### src/rtl/square_wave_gen.sv
// Programmable square-wave generator: turns a period in clk cycles into a ~50 % duty wave.
// New periods are staged in a pending register and only applied on a period boundary.
module square_wave_gen #(
  parameter int COUNTER_WIDTH = 18,
  parameter int MIN_PERIOD    = 2000,
  parameter int MAX_PERIOD    = 200000
) (
  input  logic                     clk,
  input  logic                     rst,
  input  logic                     enable,
  input  logic [COUNTER_WIDTH-1:0] period_in,
  input  logic                     period_valid,
  output logic                     period_ready,
  output logic                     wave_out,
  output logic                     edge_pulse,
  output logic                     running,
  output logic [COUNTER_WIDTH-1:0] period_active,
  output logic                     cfg_err,
  output logic [1:0]               dbg_state
);

  localparam logic [1:0] ST_IDLE = 2'd0;
  localparam logic [1:0] ST_HIGH = 2'd1;
  localparam logic [1:0] ST_LOW  = 2'd2;

  localparam logic [COUNTER_WIDTH-1:0] MIN_P = COUNTER_WIDTH'(MIN_PERIOD);
  localparam logic [COUNTER_WIDTH-1:0] MAX_P = COUNTER_WIDTH'(MAX_PERIOD);
  localparam logic [COUNTER_WIDTH-1:0] ONE   = COUNTER_WIDTH'(1);

  logic [1:0]               state_q, state_d;
  logic [COUNTER_WIDTH-1:0] cnt_q, cnt_d;
  logic [COUNTER_WIDTH-1:0] active_q, active_d;
  logic [COUNTER_WIDTH-1:0] pend_q, pend_d;
  logic                     pend_full_q, pend_full_d;
  logic                     wave_q, edge_q, cfg_err_q;
  logic                     load;
  logic                     accept;
  logic                     in_range;
  logic [COUNTER_WIDTH-1:0] half_len;
  logic [COUNTER_WIDTH-1:0] low_len;

  // Handshake: a transfer happens on a rising edge where period_valid && period_ready;
  // period_ready is high exactly when the pending register is empty.
  assign period_ready = ~pend_full_q;
  assign accept       = period_valid & ~pend_full_q;
  assign in_range     = (period_in >= MIN_P) && (period_in <= MAX_P);

  assign half_len = active_q >> 1;
  assign low_len  = active_q - half_len;

  always_comb begin
    state_d  = state_q;
    cnt_d    = cnt_q + ONE;
    load     = 1'b0;
    case (state_q)
      ST_IDLE: begin
        cnt_d = ONE;
        if (enable && (pend_full_q || (active_q != '0))) begin
          state_d = ST_HIGH;
          load    = pend_full_q;
        end
      end
      ST_HIGH: begin
        if (cnt_q >= half_len) begin
          state_d = ST_LOW;
          cnt_d   = ONE;
        end
      end
      ST_LOW: begin
        if (cnt_q >= low_len) begin
          cnt_d = ONE;
          if (enable) begin
            state_d = ST_HIGH;
            load    = pend_full_q;
          end else begin
            state_d = ST_IDLE;
          end
        end
      end
      default: begin
        state_d = ST_IDLE;
        cnt_d   = ONE;
      end
    endcase
  end

  // Load (needs full) and accept (needs empty) are mutually exclusive.
  always_comb begin
    active_d    = active_q;
    pend_d      = pend_q;
    pend_full_d = pend_full_q;
    if (load) begin
      active_d    = pend_q;
      pend_full_d = 1'b0;
    end
    if (accept && in_range) begin
      pend_d      = period_in;
      pend_full_d = 1'b1;
    end
  end

  always_ff @(posedge clk or posedge rst) begin
    if (rst) begin
      state_q     <= ST_IDLE;
      cnt_q       <= ONE;
      active_q    <= '0;
      pend_q      <= '0;
      pend_full_q <= 1'b0;
      wave_q      <= 1'b0;
      edge_q      <= 1'b0;
      cfg_err_q   <= 1'b0;
    end else begin
      state_q     <= state_d;
      cnt_q       <= cnt_d;
      active_q    <= active_d;
      pend_q      <= pend_d;
      pend_full_q <= pend_full_d;
      // Registered from the next state so wave_out lines up with running and period_active.
      wave_q      <= (state_d == ST_HIGH);
      edge_q      <= (state_d == ST_HIGH) && (state_q != ST_HIGH);
      cfg_err_q   <= accept & ~in_range;
    end
  end

  assign wave_out      = wave_q;
  assign edge_pulse    = edge_q;
  assign running       = (state_q != ST_IDLE);
  assign period_active = active_q;
  assign cfg_err       = cfg_err_q;
  assign dbg_state     = state_q;

endmodule

### config.mk
export PLATFORM = sky130hd
export DESIGN_NAME = square_wave_gen
export DESIGN_NICKNAME = d
export VERILOG_FILES = /design/src/rtl/square_wave_gen.sv
export SDC_FILE = /design/constraint.sdc
export NUM_CORES = 1
export LEC_CHECK = 0
export CORE_MARGIN = 2
export CORE_UTILIZATION = 40
export DETAILED_ROUTE_END_ITERATION = 10
export PLACE_DENSITY = 0.68
export SYNTH_ARGS = -nofsm -noshare
export SYNTH_HDL_FRONTEND = slang
export SYNTH_SLANG_ARGS = --single-unit
### constraint.sdc
create_clock -name clk -period 5.4 [get_ports clk]
set_input_delay 1.08 -clock clk [delete_from_list [all_inputs] [get_ports clk]]
set_output_delay 1.08 -clock clk [all_outputs]
set_load 0.1 [all_outputs]
==> results of run 1 <==
per-layer routing:
| metal | wire [um] | part of all wire [%] | up-vias | global-route usage (%) |
|---|---|---|---|---|
| li1 | - | - | 1699 | - |
| met1 | 4526 | 46 | 1673 | 22.50 |
| met2 | 4677 | 48 | 73 | 30.00 |
| met3 | 324 | 3.3 | 19 | 2.570 |
| met4 | 259 | 2.6 | 0 | 7.967 |
| met5 | 0 | 0 | - | 0 |
layout make-up:
cell class / instances / area [um2]
inverter: 38 / 142.6
fill: 988 / 5580
multi-input combinational: 340 / 2701
clock inverter: 6 / 87.58
timing repair buffer: 48 / 475.5
sequential: 60 / 1503
tap: 140 / 175.2
clock buffer: 10 / 127.6
state kept, by name (all words and copies together) (netlist names):
signal         cells
pend_full_q        1
period_active     18
wave_out           1
dbg_state          2
pend_q            18
cnt_q             18
cfg_err            1
edge_pulse         1
metrics by stage:
step	instances	area (um2)	utilization (%)
after floorplan	442	4388	-
after global placement	626	4997	46.30
after detailed placement	626	4997	46.30
after CTS	642	5213	48.30
after global routing	642	5213	48.30
final	642	5213	48.30
worst paths after layout:
check                              endpoint              from  slack (ns)  cells past startpoint
max                        period_active[0]  period_active[4]        0.98                     18
min                              pend_q[10]        pend_q[10]        0.51                      1
max reg2reg                period_active[0]  period_active[4]        0.98                     18
min reg2reg                      pend_q[10]        pend_q[10]        0.51                      1
max in group asynchronous         cnt_q[11]               rst        3.62                      3
min in group asynchronous        pend_q[13]               rst        1.25                      3
kinds of logic after synthesis:
kind of cell | share of synthesized area [%]
compound gates | 12.35
xor+xnor | 5.589
fa+ha+maj | 19.28
buf+inv | 4.192
flops | 34.25
mux | 10.01
simple gates | 14.34
cell usage in the layout (no fill, tap or decap), types with 4 or more instances in the layout:
cell,Yosys,routed
ha_1,66,66
dfrtp_1,59,59
clkdlybuf4s50_1,0,46
nor2_1,40,40
inv_1,38,37
mux2_2,27,27
nand2_1,24,24
a21oi_1,22,22
xnor2_1,15,15
o21ai_0,14,14
nand3_1,13,13
xor2_1,13,13
nor3_1,9,9
and3_1,9,9
mux2_4,9,9
clkbuf_8,0,9
a211oi_1,7,7
o21a_1,6,6
nor3b_1,5,5
nand4_1,5,5
a21o_1,4,4
==> impl_metrics.yaml, run 1 <==
outcome:
  status: "complete, no violations"
yosys:
  yosys-top-cells-count: "ha_1 (66), dfrtp_1 (59), nor2_1 (40), inv_1 (38), mux2_2 (27)"
  synth_fp_nets: 531
  synth_cells: 442
  synth_area_um2: 4388
  synth.area.top_cells: "dfrtp_1 (34%), ha_1 (19%), mux2_2 (6.9%)"
  synth_cell_types: 53
  synth.top_cell.area_share_pct: 33.65
  ys_ff_latch: 60
  synth_edf_count: 0
  async_flop_share_pct: 100.0
  synth_top_cell_by_area: "dfrtp_1"
  yosys_warnings: 0
  syn_avg_cell_area_um2: 9.928
  ys.flop_type: "dfrtp_1"
  yosysMostFrequentCell: "ha_1"
  yosysSeqAreaShare_pct: 34.25
floorplan:
  die_w_um: 108.7
  die_area_um2: 11820
  std_cell_rows: 38
  die_height_um: 108.7
  initial_utilization_pct: 40.66
  io_pins: 47
  core_area_um2: 10790
sta:
  maxSlewViolCount: 0
  fmax_mhz: 226.1
  rsz0062_at_grt: "false"
  relSlewSlack_pct: 34.20
  holdWs_ns: 0.5080
  post-route-period-util_pct: 81.89
  timing.final.crit_period_ns: 4.422
  skew_ns: 0.01111
  tightest_slew_ns: 0.9840
  postLayoutSetupSlackWorst_ns: 0.9779
  setup_viol: 0
  tns_ns: 0
  hold_viol: 0
clock_network:
  tritoncts: "built"
  cts_hold_buf: 0
  htree_levels: 3
  cts_resized: 0
  numCtsBuffers: 9
  cts_root_buf: "clkbuf_8"
  cts_sinks: 60
  post_cts_buffers: 0
  path_clk_slew_ns: 0.07
  insertion_delay_ns: 0.35
  clockBufferDepth: 2
global_routing:
  antenna_found_initial: 0
  overflow: 0
  first_global_vias: 3519
  grt_max_degree: 61
  grt_pass1_wl_um: 16580
  grt_usage_pct: 17.76
critical_path:
  worst_path_largest_cell_delay_ns: 0.49
  path_cells: "inv_1 -> ha_1 -> nor3b_1 -> or3_1 -> a21oi_1 -> a31oi_1 -> nor4b_1 -> nand4bb_1 -> nand3_1 -> ha_1 -> a21oi_1 -> o21a_1 -> o21ai_0 -> nand2_1 -> o211ai_1 -> nand3_1 -> buf_4 -> mux2_2"
  arrival_ns: 4.66
  crit_path_top_delay_cell: "nor4b_1"
  critPathCaptureType: "register"
  critical_path_class: "reg -> reg"
  crit_buf_inv: 2
  crit_required_ns: 5.64
  crit_fanout: 18
  cpLargestDelayFamily: "simple AND/OR/NAND/NOR gates"
  crit_path_start_kind: "register"
drt:
  wl_per_cell_um: 15.24
  drt-total-wl_um: 9787
  via_count: 3464
  drt_iter0_drc: 136
  first_pass_iters: 5
  via_per_inst: 5.396
  drc: 0
  antenna_left: 0
job:
  maxCapViolCount: 0
place:
  post-place-ws_ns: 1.008
  hpwlAfterDp_um: 7676
  io_buffers: 46
  gp_congestion: 0.8238
finish:
  area_growth_pct: 18.79
  nets: 586
  drive_gt1_share_pct: 12.15
  antenna_cells: 0
min_path:
  min_path_type: "reg -> reg"
Power of run 1 is not shown: default switching activity piles up to over one toggle a cycle in this logic, so the estimate is an artifact.
==> run 2, diff against run 1 <==
- clock period: 5.4 -> 4.6 ns (I/O delays scaled with it)
==> run 2 against run 1 <==
Core utilization grew 0.14 points. Register-to-register slack worse by 0.62 ns. Non-clock buffer count is 2 higher. Cell count increased by 0.31%. Wire length rose by 1.2%. Global-route usage about the same. Die area did not move. Critical path depth fell by 1. Fmax up 4.3%. Worst hold slack worse by 0.0036 ns. Worst setup slack lost 0.62 ns. First-iteration DRC count grew 33%.
==> impl_metrics.yaml, run 2 (same netlist as run 1, synthesis figures left out) <==
place:
  hpwlAfterDp_um: 7846
  post-place-ws_ns: 0.1958
  gp_congestion: 0.8441
  io_buffers: 46
floorplan:
  die_area_um2: 11820
  io_pins: 47
  core_area_um2: 10790
  initial_utilization_pct: 40.66
  die_height_um: 108.7
  die_w_um: 108.7
  std_cell_rows: 38
global_routing:
  antenna_found_initial: 0
  grt_pass1_wl_um: 16250
  first_global_vias: 3380
  grt_max_degree: 33
  overflow: 0
  grt_usage_pct: 17.72
min_path:
  min_path_type: "reg -> reg"
finish:
  antenna_cells: 0
  nets: 588
  mostFrequentLayoutCells: "ha_1 (66), dfrtp_1 (52), clkdlybuf4s50_1 (46)"
  area_growth_pct: 19.13
  final_common_cell: "ha_1"
  drive_gt1_share_pct: 14.88
drt:
  via_per_inst: 5.405
  first_pass_iters: 4
  via_count: 3481
  drc: 0
  drt-total-wl_um: 9908
  antenna_left: 0
  drt_iter0_drc: 181
  wl_per_cell_um: 15.39
job:
  maxCapViolCount: 0
sta:
  tightest_slew_ns: 0.9971
  post-route-period-util_pct: 92.16
  hold_viol: 0
  rsz0062_at_grt: "false"
  tns_ns: 0
  fmax_mhz: 235.9
  maxSlewViolCount: 0
  skew_ns: 0.01343
  timing.final.crit_period_ns: 4.239
  postLayoutSetupSlackWorst_ns: 0.3609
  setup_viol: 0
  relSlewSlack_pct: 33.32
clock_network:
  cts_resized: 0
  cts_hold_buf: 0
  path_clk_slew_ns: 0.08
  clockBufferDepth: 2
  cts_sinks: 60
  insertion_delay_ns: 0.34
  tritoncts: "built"
  post_cts_buffers: 0
  numCtsBuffers: 9
  htree_levels: 3
  cts_root_buf: "clkbuf_8"
critical_path:
  critPathCaptureType: "register"
  crit_required_ns: 4.83
  arrival_ns: 4.47
  crit_path_start_kind: "register"
  crit_fanout: 18
  critical_path_class: "reg -> reg"
outcome:
  status: "complete, no violations"
## run 2: cell count changes in the layout (fill, tap and decap cells not counted), moves of 2 or more
cell / previous run / this run
dfrtp_2: 0 / 7
clkinvlp_4: 0 / 2
clkbuf_8: 9 / 11
bufinv_16: 2 / 0
buf_4: 2 / 4
dfrtp_1: 59 / 52
## run 2: cell type report
cell class              count  area (um2)
fillers                  1006        5565
multi-input cells         340        2728
flip-flops and latches     60        1511
repair buffers             50       490.5
well taps                 140       175.2
clock buffers              12       155.1
inverters                  38       142.6
clock inverters             4       25.02
## run 2: per-layer routing
metal	vias to the layer above	wire [um]	GRT usage, %
li1	1706	-	-
met1	1689	4486	22.03
met2	71	4824	30.63
met3	15	355	3.347
met4	0	242	6.410
met5	-	0	0
## run 2: stage by stage
step | cell area, um2 | cells | hold slack, ns | util, %
detailed placement | 5021 | 628 | 0.4969 | 46.52
floorplan | 4397 | 442 | 0.4539 | -
global route | 5228 | 644 | 0.5241 | 48.44
finish | 5228 | 644 | 0.5044 | 48.44
global placement | 5021 | 628 | 0.4870 | 46.52
CTS | 5201 | 644 | 0.5130 | 48.19
## run 2: final timing paths
check,startpoint,to,slack (ns),cells past startpoint
hold / removal,pend_q[12],period_active[12],0.50,1
setup / recovery,period_active[0],period_active[9],0.36,17
setup reg to reg,period_active[0],period_active[9],0.36,17
hold reg to reg,pend_q[12],period_active[12],0.50,1
max in group asynchronous,rst,cnt_q[0],2.74,3
min in group asynchronous,rst,pend_q[7],0.96,2
## run 2: critical path, cell delays in order (launching register included)
cell and delay, ns:
dfrtp_2 0.41, inv_1 0.09, ha_1 0.19, fa_1 0.21, o21bai_1 0.08, a21oi_1 0.32
o21ai_2 0.13, a31oi_1 0.26, a21oi_1 0.17, o311a_1 0.32, o31a_1 0.25, ha_1 0.30
nand4_1 0.17, or2_2 0.33, o211ai_1 0.26, nand3_1 0.11, buf_4 0.22, mux2_2 0.30
Power of run 2 is left out for the same reason.
==> run 3, diff against run 2 <==
- PLACE_DENSITY: 0.68 -> not set
- SETUP_SLACK_MARGIN: not set -> 0.4
==> run 3 against run 2 <==
Register-to-register slack improved by 0.14 ns. Critical path depth unchanged. Cell count increased by 1.2%. Wire length increased by 1.1%. Worst setup slack improved by 0.14 ns. Via count decreased by 0.34%. Global-route usage increased by 0.21 points.
==> impl_metrics.yaml, run 3 (same netlist as run 1, synthesis figures left out) <==
global_routing:
  first_global_vias: 3414
  grt_usage_pct: 17.94
  grt_use_met1_pct: 24.45
  grt_max_degree: 34
  grt_pass1_wl_um: 16450
  antenna_found_initial: 0
  grt_use_met2_pct: 28.71
  top_usage_layer: "met2"
  overflow: 0
  use_met3_pct: 3.467
min_path:
  min_path_type: "reg -> reg"
  hp-start: "pend_q[17]"
critical_path:
  worst_path_largest_cell_delay_ns: 0.46
  crit_path_start_kind: "register"
  crit_start: "period_active[5]"
  cpLargestDelayFamily: "simple AND/OR/NAND/NOR gates"
  critPathCaptureType: "register"
  arrival_ns: 4.32
  crit_required_ns: 4.82
  path_cells: "inv_4 -> ha_4 -> nor3b_1 -> or3_1 -> a21oi_2 -> a31oi_2 -> buf_4 -> nor4b_4 -> nand4bb_1 -> nand3_2 -> ha_4 -> nand4_1 -> or2_4 -> o211ai_1 -> nand3_2 -> buf_12 -> mux2_2"
  critical_path_class: "reg -> reg"
  crit_fanout: 18
  crit_path_top_delay_cell: "dfrtp_2"
  crit_buf_inv: 3
  r2r-start: "period_active[5]"
floorplan:
  io_pins: 47
  die_area_um2: 11820
  std_cell_rows: 38
  die_height_um: 108.7
  initial_utilization_pct: 40.66
  core_area_um2: 10790
  die_w_um: 108.7
finish:
  fin_util_pct: 50.94
  area_growth_pct: 25.29
  nets: 596
  drive_gt1_share_pct: 21.48
  antenna_cells: 0
  n_fill_cell: 948
  multiInputGateArea_um2: 2864
  mostFrequentLayoutCells: "ha_1 (61), dfrtp_1 (47), clkdlybuf4s50_1 (46)"
  final_common_cell: "ha_1"
  seq_area_um2: 1518
sta:
  setup_viol: 0
  skew_ns: 0.01303
  hold_viol: 0
  post-route-period-util_pct: 89.08
  tightest_slew_ns: 0.9934
  timing.final.crit_period_ns: 4.097
  fmax_mhz: 244.1
  relSlewSlack_pct: 33.57
  maxSlewViolCount: 0
  rsz0062_at_grt: "true"
  tns_ns: 0
clock_network:
  insertion_delay_ns: 0.34
  cts_root_buf: "clkbuf_8"
  clockBufferDepth: 2
  htree_levels: 3
  numCtsBuffers: 9
  cts_sinks: 60
  path_clk_slew_ns: 0.08
  tritoncts: "built"
drt:
  drt-total-wl_um: 10020
  via_per_inst: 5.321
  via_count: 3469
  first_pass_iters: 4
  antenna_left: 0
  wl_per_cell_um: 15.37
  drt_iter0_drc: 124
  drc: 0
job:
  maxCapViolCount: 0
place:
  io_buffers: 46
  hpwlAfterDp_um: 7599
  gp_congestion: 0.8481
outcome:
  status: "complete, no violations"
-- run 3: cell types whose count changed in the layout (fill, tap and decap cells not counted), moves of 3 or more --
cell | before | now
o21ai_1 | 1 | 4
dfrtp_2 | 7 | 12
ha_1 | 66 | 61
a21oi_2 | 0 | 5
inv_1 | 37 | 32
ha_4 | 0 | 4
inv_4 | 0 | 3
dfrtp_1 | 52 | 47
buf_4 | 4 | 11
a21oi_1 | 22 | 17
-- run 3: final cells by class --
class / count / share of cell area (%)
clock buffers: 12 / 2.822
clock inverters: 4 / 1.320
inverters: 38 / 2.731
multi-input cells: 340 / 52.09
flip-flops and latches: 60 / 27.61
well taps: 140 / 3.186
repair buffers: 58 / 10.24
-- run 3: repair_timing --
| action | in CTS | in global routing |
|---|---|---|
| endpoints found under the setup margin | 18 | 32 |
| gates resized for setup | 2 | 34 |
| pin swaps | 1 | 13 |
| hold buffers | 0 | 0 |
| setup buffers | 1 | 7 |
-- run 3: metal layers --
metal / vias up / wire, um
li1: 1723 / -
met1: 1679 / 4797
met2: 58 / 4715
met3: 9 / 364
met4: 0 / 141
met5: - / 0
-- run 3: final timing paths --
path / endpoint / slack (ns) / cells after the start
min in group asynchronous: pend_q[12] / 0.97 / 2
max in group asynchronous: period_active[4] / 2.75 / 3
hold reg to reg: period_active[17] / 0.50 / 1
setup / recovery: period_active[11] / 0.50 / 17
hold / removal: period_active[17] / 0.50 / 1
setup reg to reg: period_active[11] / 0.50 / 17
-- run 3: stage by stage --
stage          instance area [um2]  setup WS [ns]  cells  hold WS [ns]
3_3_place_gp                  5046         0.4128    628        0.4862
3_5_place_dp                  5046         0.3560    628        0.5002
5_1_grt                       5498         0.3495    652        0.5286
4_1_cts                       5291         0.4011    645        0.5054
2_1_floorplan                 4428         0.4229    442        0.4716
6_report                      5498         0.5025    652        0.4983
Power of run 3 is left out for the same reason.
